--- src/rtl/tcp_vlg_tx_sched.sv ---
`default_nettype none
//==============================================================================
// Module : tcp_vlg_tx_sched
// Brief  : Transmit scheduler for one TCP connection. It arbitrates five
//          requesters onto the tx engine and watchdogs the start/done handshake.
// Rev    : 1.0 - initial release
//==============================================================================
module tcp_vlg_tx_sched #(
  parameter int STARVE_LIMIT = 8,
  parameter int TX_TIMEOUT   = 1000,
  parameter int VERBOSE      = 0,
  parameter     DUT_STRING   = ""
) (
  input  logic       clk,
  input  logic       rst,
  input  logic       connected,
  input  logic       rtx_req,
  input  logic       ack_req,
  input  logic       dat_req,
  input  logic       fin_req,
  input  logic       ka_req,
  output logic       rtx_sent,
  output logic       ack_sent,
  output logic       dat_sent,
  output logic       fin_sent,
  output logic       ka_sent,
  output logic       tx_strt,
  output logic [2:0] tx_type,
  input  logic       tx_done,
  output logic       tx_err
);

  typedef enum logic [1:0] {
    S_IDLE  = 2'd0,
    S_START = 2'd1,
    S_WAIT  = 2'd2,
    S_DONE  = 2'd3
  } state_t;

  localparam logic [2:0]  c_type_none = 3'd0;
  localparam logic [2:0]  c_type_ack  = 3'd1;
  localparam logic [2:0]  c_type_dat  = 3'd2;
  localparam logic [2:0]  c_type_rtx  = 3'd3;
  localparam logic [2:0]  c_type_fin  = 3'd4;
  localparam logic [2:0]  c_type_ka   = 3'd5;
  localparam logic [7:0]  c_starve_max = 8'(STARVE_LIMIT);
  localparam logic [15:0] c_timeout    = 16'(TX_TIMEOUT);

  state_t      r_state;
  state_t      w_state_nxt;
  logic [2:0]  r_type;
  logic [2:0]  w_type_nxt;
  logic [7:0]  r_starve;
  logic [7:0]  w_starve_nxt;
  logic [15:0] r_wdog;
  logic [15:0] w_wdog_nxt;
  logic        r_err;
  logic        w_err_nxt;
  logic [2:0]  w_grant;
  logic        w_any_req;
  logic        w_force_dat;
  logic        w_done;
  logic        w_piggy_ack;

  assign w_any_req = rtx_req | ack_req | dat_req | fin_req | ka_req;

  // Fixed priority, overridden when new data has waited out the starvation limit
  always_comb begin
    w_force_dat = (r_starve == c_starve_max) && dat_req;
    w_grant     = c_type_none;
    if (w_force_dat) begin
      w_grant = c_type_dat;
    end else if (rtx_req) begin
      w_grant = c_type_rtx;
    end else if (ack_req) begin
      w_grant = c_type_ack;
    end else if (dat_req) begin
      w_grant = c_type_dat;
    end else if (fin_req && !rtx_req && !dat_req) begin
      w_grant = c_type_fin;
    end else if (ka_req) begin
      w_grant = c_type_ka;
    end
  end

  always_comb begin
    w_state_nxt  = r_state;
    w_type_nxt   = r_type;
    w_starve_nxt = r_starve;
    w_wdog_nxt   = r_wdog;
    w_err_nxt    = 1'b0;
    case (r_state)
      S_IDLE: begin
        if (!dat_req) begin
          w_starve_nxt = '0;
        end
        if (connected && w_any_req) begin
          w_type_nxt  = w_grant;
          w_state_nxt = S_START;
          if (w_grant == c_type_dat) begin
            w_starve_nxt = '0;
          end else if ((w_grant == c_type_rtx || w_grant == c_type_ack) && dat_req &&
                       (r_starve != c_starve_max)) begin
            w_starve_nxt = 8'(r_starve + 8'd1);
          end
        end
      end
      S_START: begin
        w_wdog_nxt = '0;
        if (!connected) begin
          w_type_nxt  = c_type_none;
          w_state_nxt = S_IDLE;
        end else begin
          w_state_nxt = S_WAIT;
        end
      end
      S_WAIT: begin
        w_wdog_nxt = 16'(r_wdog + 16'd1);
        // Losing the connection silently drops the packet; a late tx_done lands in IDLE
        if (!connected) begin
          w_type_nxt  = c_type_none;
          w_state_nxt = S_IDLE;
        end else if (tx_done) begin
          w_state_nxt = S_DONE;
        end else if (r_wdog == c_timeout) begin
          w_err_nxt   = 1'b1;
          w_type_nxt  = c_type_none;
          w_state_nxt = S_IDLE;
        end
      end
      S_DONE: begin
        w_type_nxt  = c_type_none;
        w_state_nxt = S_IDLE;
      end
      default: begin
        w_type_nxt  = c_type_none;
        w_state_nxt = S_IDLE;
      end
    endcase
  end

  always_ff @(posedge clk or negedge rst) begin
    if (!rst) begin
      r_state  <= S_IDLE;
      r_type   <= c_type_none;
      r_starve <= '0;
      r_wdog   <= '0;
      r_err    <= 1'b0;
    end else begin
      r_state  <= w_state_nxt;
      r_type   <= w_type_nxt;
      r_starve <= w_starve_nxt;
      r_wdog   <= w_wdog_nxt;
      r_err    <= w_err_nxt;
    end
  end

  // Every segment carries the current Ack number, so these also retire a pure Ack
  assign w_done      = (r_state == S_DONE);
  assign w_piggy_ack = (r_type == c_type_rtx) || (r_type == c_type_dat) || (r_type == c_type_fin);

  assign tx_strt  = (r_state == S_START);
  assign tx_type  = r_type;
  assign tx_err   = r_err;
  assign rtx_sent = w_done && (r_type == c_type_rtx);
  assign ack_sent = w_done && ((r_type == c_type_ack) || w_piggy_ack);
  assign dat_sent = w_done && (r_type == c_type_dat);
  assign fin_sent = w_done && (r_type == c_type_fin);
  assign ka_sent  = w_done && (r_type == c_type_ka);

  generate
    if (VERBOSE != 0 && DUT_STRING != "") begin : g_verbose
    end
  endgenerate

endmodule
`default_nettype wire

--- config.mk ---
export PLATFORM = sky130hd
export DESIGN_NAME = tcp_vlg_tx_sched
export DESIGN_NICKNAME = d
export VERILOG_FILES = /design/src/rtl/tcp_vlg_tx_sched.sv
export SDC_FILE = /design/constraint.sdc
export NUM_CORES = 1
export LEC_CHECK = 0
export BUFFER_PORTS_ARGS = -buffer_cell sky130_fd_sc_hd__buf_2
export CAP_MARGIN = 15
export CELL_PAD_IN_SITES_DETAIL_PLACEMENT = 0
export CELL_PAD_IN_SITES_GLOBAL_PLACEMENT = 1
export CORE_ASPECT_RATIO = 1.2
export CORE_MARGIN = 2
export CORE_UTILIZATION = 25
export CTS_CLUSTER_DIAMETER = 200
export CTS_CLUSTER_SIZE = 14
export DETAILED_ROUTE_END_ITERATION = 7
export PLACE_DENSITY_LB_ADDON = 0.08
export SETUP_SLACK_MARGIN = 0.5
export SLEW_MARGIN = 0
export SYNTH_ARGS = -nofsm -noshare
export SYNTH_HDL_FRONTEND = slang
export SYNTH_SLANG_ARGS = --single-unit
--- constraint.sdc ---
create_clock -name clk -period 1.9 [get_ports clk]
set_clock_uncertainty 0.05 [all_clocks]
set_input_delay 0.095 -clock clk [delete_from_list [all_inputs] [get_ports clk]]
set_output_delay 0.095 -clock clk [all_outputs]
set_load 0.05 [all_outputs]
After elaboration in Yosys (flattened, before gate mapping)
Cells that the tools add are included.
Widths: inputs -> output; s select.
Word-level totals
  word-level logic and storage cells: 78
  flip-flop bits (word level): 30
  output and inout bits: 10
  bits of input ports: 9
Operators by class
  reductions and logical operators: 21
  bitwise logic cells: 4
  add/subtract/negate cells: 2
  muxes and demuxes: 27
  equal/unequal tests: 19
Operators with widths (count)
  $mux 3: 11
  $mux 8: 4
  $pmux 16 s2: 1
  $add 16x1->16 const B: 1
  $eq 16x10->1 const B: 1
  $eq 3x2->1 const B: 4
  $pmux 3 s4: 1
  $logic_and 1x1->1: 11
  $mux 2: 5
  $add 8x1->8 const B: 1
  $eq 8x4->1 const B: 1
  $ne 8x4->1 const B: 1
  $pmux 2 s4: 1
  $eq 3x1->1 const B: 2
  $eq 3x3->1 const B: 2
  $ne 3x3->1 const B: 2
  $eq 2x2->1 const B: 2
  $logic_or 1x1->1: 4
  $mux 1: 4
  $ne 2x2->1 const B: 2
  $ne 4x4->1 const B: 1
  $or 1x1->1: 4
  $reduce_and 4->1: 1
  $eq 2x1->1 const B: 1
  other kinds (4): 5

Logic depth before layout (Yosys ltp)
  word-level depth: 15
  mapped depth: 8
  depth with buffers taken out: 7

Worst setup path after synthesis
OpenSTA, ideal clock, no wires.
  path type: register -> output
  start: register r_type[1] (netlist: tx_type[1])
  end: output port rtx_sent
  stages on the path, launching flop included: 3
  arrival: 1.998 ns
  slack: -0.243 ns
  required time: 1.755 ns
  path through: dfrtp_1 > nand2_1 > nor3b_1
On the way
  word-level cells in the longest chain between the ends: 2
RTL lines
  from (decl): line 51  | logic [2:0] r_type;
  from (signal assigned): line 145  | r_type <= c_type_none;
  from (signal assigned): line 151  | r_type <= w_type_nxt;
  $eq 3x2->1: line 165  | assign rtx_sent = w_done && (r_type == c_type_rtx);
  $logic_and 1x1->1: line 165
  to (decl): line 22  | output logic rtx_sent,
Every way passes these cells.

Worst setup path in the final report
  start: register r_state[1]
  end: register r_type[1] (netlist: tx_type[1])
On the way
  word-level cells in the longest chain between the ends: 3
  elaborated cells between the ends (all ways): 10
RTL lines
  from (decl): line 49  | state_t r_state;
  from (signal assigned): line 150  | r_state <= w_state_nxt;
  $eq 2x2->1 (tied with other cells): line 92  | case (r_state)
  $ne 3x3->1 (no source line) or $ne 2x2->1 (tied branches)
  $reduce_and 4->1 (no source line)
Parallel ways exist; a longest one is shown, timed or not.
A chain may end at the register's enable or synchronous reset.

==> results.md <==
* Largest area contributor in the netlist: dfrtp_1
* GR Util met1 at 0.153
* VDD IR max at 0.439 mV
* Via count at 1703
* Register area at 752 µm²
* Largest net degree at the start of global routing at 31
* Die Y at 99.1 µm
* Initial DRT Pass Iterations at 4
* Clk sink count at 30
* HPWL after DPL at 3430 µm
* Power Dens Cells at 1090 nW/µm²
* Post-synthesis sequential area ratio at 0.399
* Final Hold Violating Endpoints at 0
* Syn avg cell area at 9.01 µm²
* Routed Antenna Nets at 0
* DR vias/cell at 4.76
* GR Util met3 at 0.0285
* Ys flop type: dfrtp_1
* First-pass GRT wire length at 8310 µm
* Vias in the first global route at 1688
* Post-layout util at 0.402
* Tmin final at 1.71 ns
* Synth area leaders: dfrtp_1, ha_1, nor2_1, nand2_1, xor2_1
* Crit. End Element: flop
* Latest clock arrival within the worst-skew pair at 0.29 ns
* Hold Crit Class: input port to flop
* # IOs at 19
* Die X at 83.2 µm
* Remaining DRCs at 0
* Share of cells above drive strength 1 at 0.493
* Top-area cell type share of the netlist area at 0.399
* Synth Register Bits at 30
* Synth-to-Final Area Change at 55.2%
* Routability Congestion at 0.732
* DR iter-0 viols at 36
* Busiest layer in global routing: met2
* WL per Instance at 14.2 µm
* Congestion Overflow GR at 0
* # rows at 34
* Crit path max-delay family: flip-flops
* Clock transition at the registers of the reported paths at 0.08 ns
* Period utilization at 0.902
* Post-synthesis instance area at 1880 µm²
* CP arrival at 1.85 ns
* Setup Viol. Count Final at 0
* Met2 global-route usage at 0.218
* GRT Total Usage at 0.126
* Max-cap violation count at 0
* Post-Syn Nets at 227
* Number of diodes at 0
* Setup CP Type: flop to flop
* Yosys warnings at 0
* Worst Setup Start Kind: flop
* Starting Density at 0.259
* Slew Limit Fails at 0
* Post-synth cell types at 44
* Slowest CP cell: dfrtp_1
* Relative slew slack at 0.513
* Async SR Flop Fraction at 1.00
* Count of flip-flops with a built-in enable after synthesis at 0
* Bufs and invs on worst path at 1
* Tightest Pin Transition at 0.730 ns
* Post-route setup TNS at 0 ns
* Multi-input gate area at 1430 µm²
* Nets at 285
* Worst-path cell chain: inv_2 -> ha_4 -> nand3_4 -> o32ai_4 -> nand3b_4 -> mux2_4
* Leak pwr at 1.28 nW
* Critical Path Fanout Max at 7
* Largest buffer count on any clock path at 2
* CP max stage delay at 0.40 ns
* Die footprint at 8250 µm²
* H-tree Lvls at 2
* Routed WL at 5080 µm
* Fillers at 712
* Core area at 7270 µm²
* CTS tree: done
* Cts bufs inserted at 5
* Clock root buffer: clkbuf_8
* Critical Path RT at 2.03 ns
* Port Buffers at 18
* Fmax at 0.583 GHz
* Unrepaired setup endpoints after global routing: true
* Initial antenna violation count at 0
* Syn Inst Count at 209
* Status: finished clean
[sequential cells by signal (all words and copies together), names as in the netlist]
register	flops
tx_type	3
r_wdog	16
tx_err	1
r_state	2
r_starve	8
[final cells by class]
class                   count  share of cell area
multi-input cells         159               0.491
flip-flops and latches     30               0.257
repair buffers             58               0.163
well taps                  90              0.0385
clock buffers               6              0.0283
inverters                  13              0.0184
clock inverters             2             0.00428
[power by group]
group	total [mW]	internal, mW	switching [mW]
sequential	0.798	0.701	0.0975
combinational	1.82	0.924	0.899
clock	0.561	0.291	0.270
[Yosys cell counts (2+ instances only)]
library cell	count
dfrtp_1	30
nor2_1	28
nand2_1	25
inv_1	12
nand3_1	11
o21ai_0	10
xor2_1	10
ha_1	9
a21oi_1	6
a22oi_1	4
and3_1	4
buf_2	4
mux2_1	4
nand4_1	4
nor3_1	4
nor3b_1	4
a31oi_1	3
clkbuf_1	3
nor4b_2	3
o2bb2ai_1	3
mux2_2	2
mux2i_1	2
o22ai_1	2
o31ai_1	2
[layout by cell type (no fill, tap or decap), types with 7 or more instances in the layout]
cell / count
dfrtp_1: 29
buf_4: 27
nor2_1: 26
nand2_1: 17
buf_6: 14
buf_2: 13
xor2_1: 10
o21ai_0: 7
[timing repair]
action | in CTS | in global routing
gates cloned | 1 | 0
hold buffers | 2 | 0
endpoints found under the hold margin | 31 | 0
gates resized for setup | 34 | 48
endpoints found under the setup margin | 33 | 34
setup buffers | 12 | 12
pin swaps | 18 | 27
[kinds of logic after synthesis]
| logic type | share of synthesized area |
|---|---|
| fa+ha+maj | 0.0598 |
| mux | 0.0465 |
| xor+xnor | 0.0512 |
| compound gates | 0.150 |
| buf+inv | 0.0425 |
| flops | 0.399 |
| simple gates | 0.252 |
[through the flow]
stage / hold slack (ns) / cell area [µm²] / instances / total power, mW / setup slack, ns
floorplan: -0.251 / 2040 / 209 / 1.69 / 0.150
global placement: 0.154 / 2290 / 323 / 2.01 / 0.137
detailed placement: 0.157 / 2290 / 323 / 1.99 / 0.0953
CTS: 0.141 / 2630 / 346 / 2.83 / 0.151
global route: 0.208 / 2920 / 358 / 3.38 / 0.0974
finish: 0.183 / 2920 / 358 / 3.18 / 0.185
[final timing paths]
kind	from	to	slack (ns)	depth (start not counted)
hold reg to reg	r_wdog[9]	r_wdog[9]	0.52	2
setup / recovery	r_state[1]	tx_type[1]	0.19	6
max in group asynchronous	rst	r_starve[2]	0.93	2
hold / removal	dat_req	r_starve[5]	0.18	3
min in group asynchronous	rst	r_wdog[1]	0.35	2
setup reg to reg	r_state[1]	tx_type[1]	0.19	6
[worst reg2reg max path: stages, from the launching register on]
cell and delay [ns]:
dfrtp_1 0.40, inv_2 0.08, ha_4 0.18, nand3_4 0.08, o32ai_4 0.29, nand3b_4 0.22, mux2_4 0.30
[routing by layer]
| metal | vias to the layer above | share of wire |
|---|---|---|
| met4 | 0 | 0.017 |
| met5 | - | 0 |
| met1 | 811 | 0.45 |
| met3 | 9 | 0.028 |
| li1 | 859 | - |
| met2 | 24 | 0.51 |
Power figures use the tool's default switching activity.
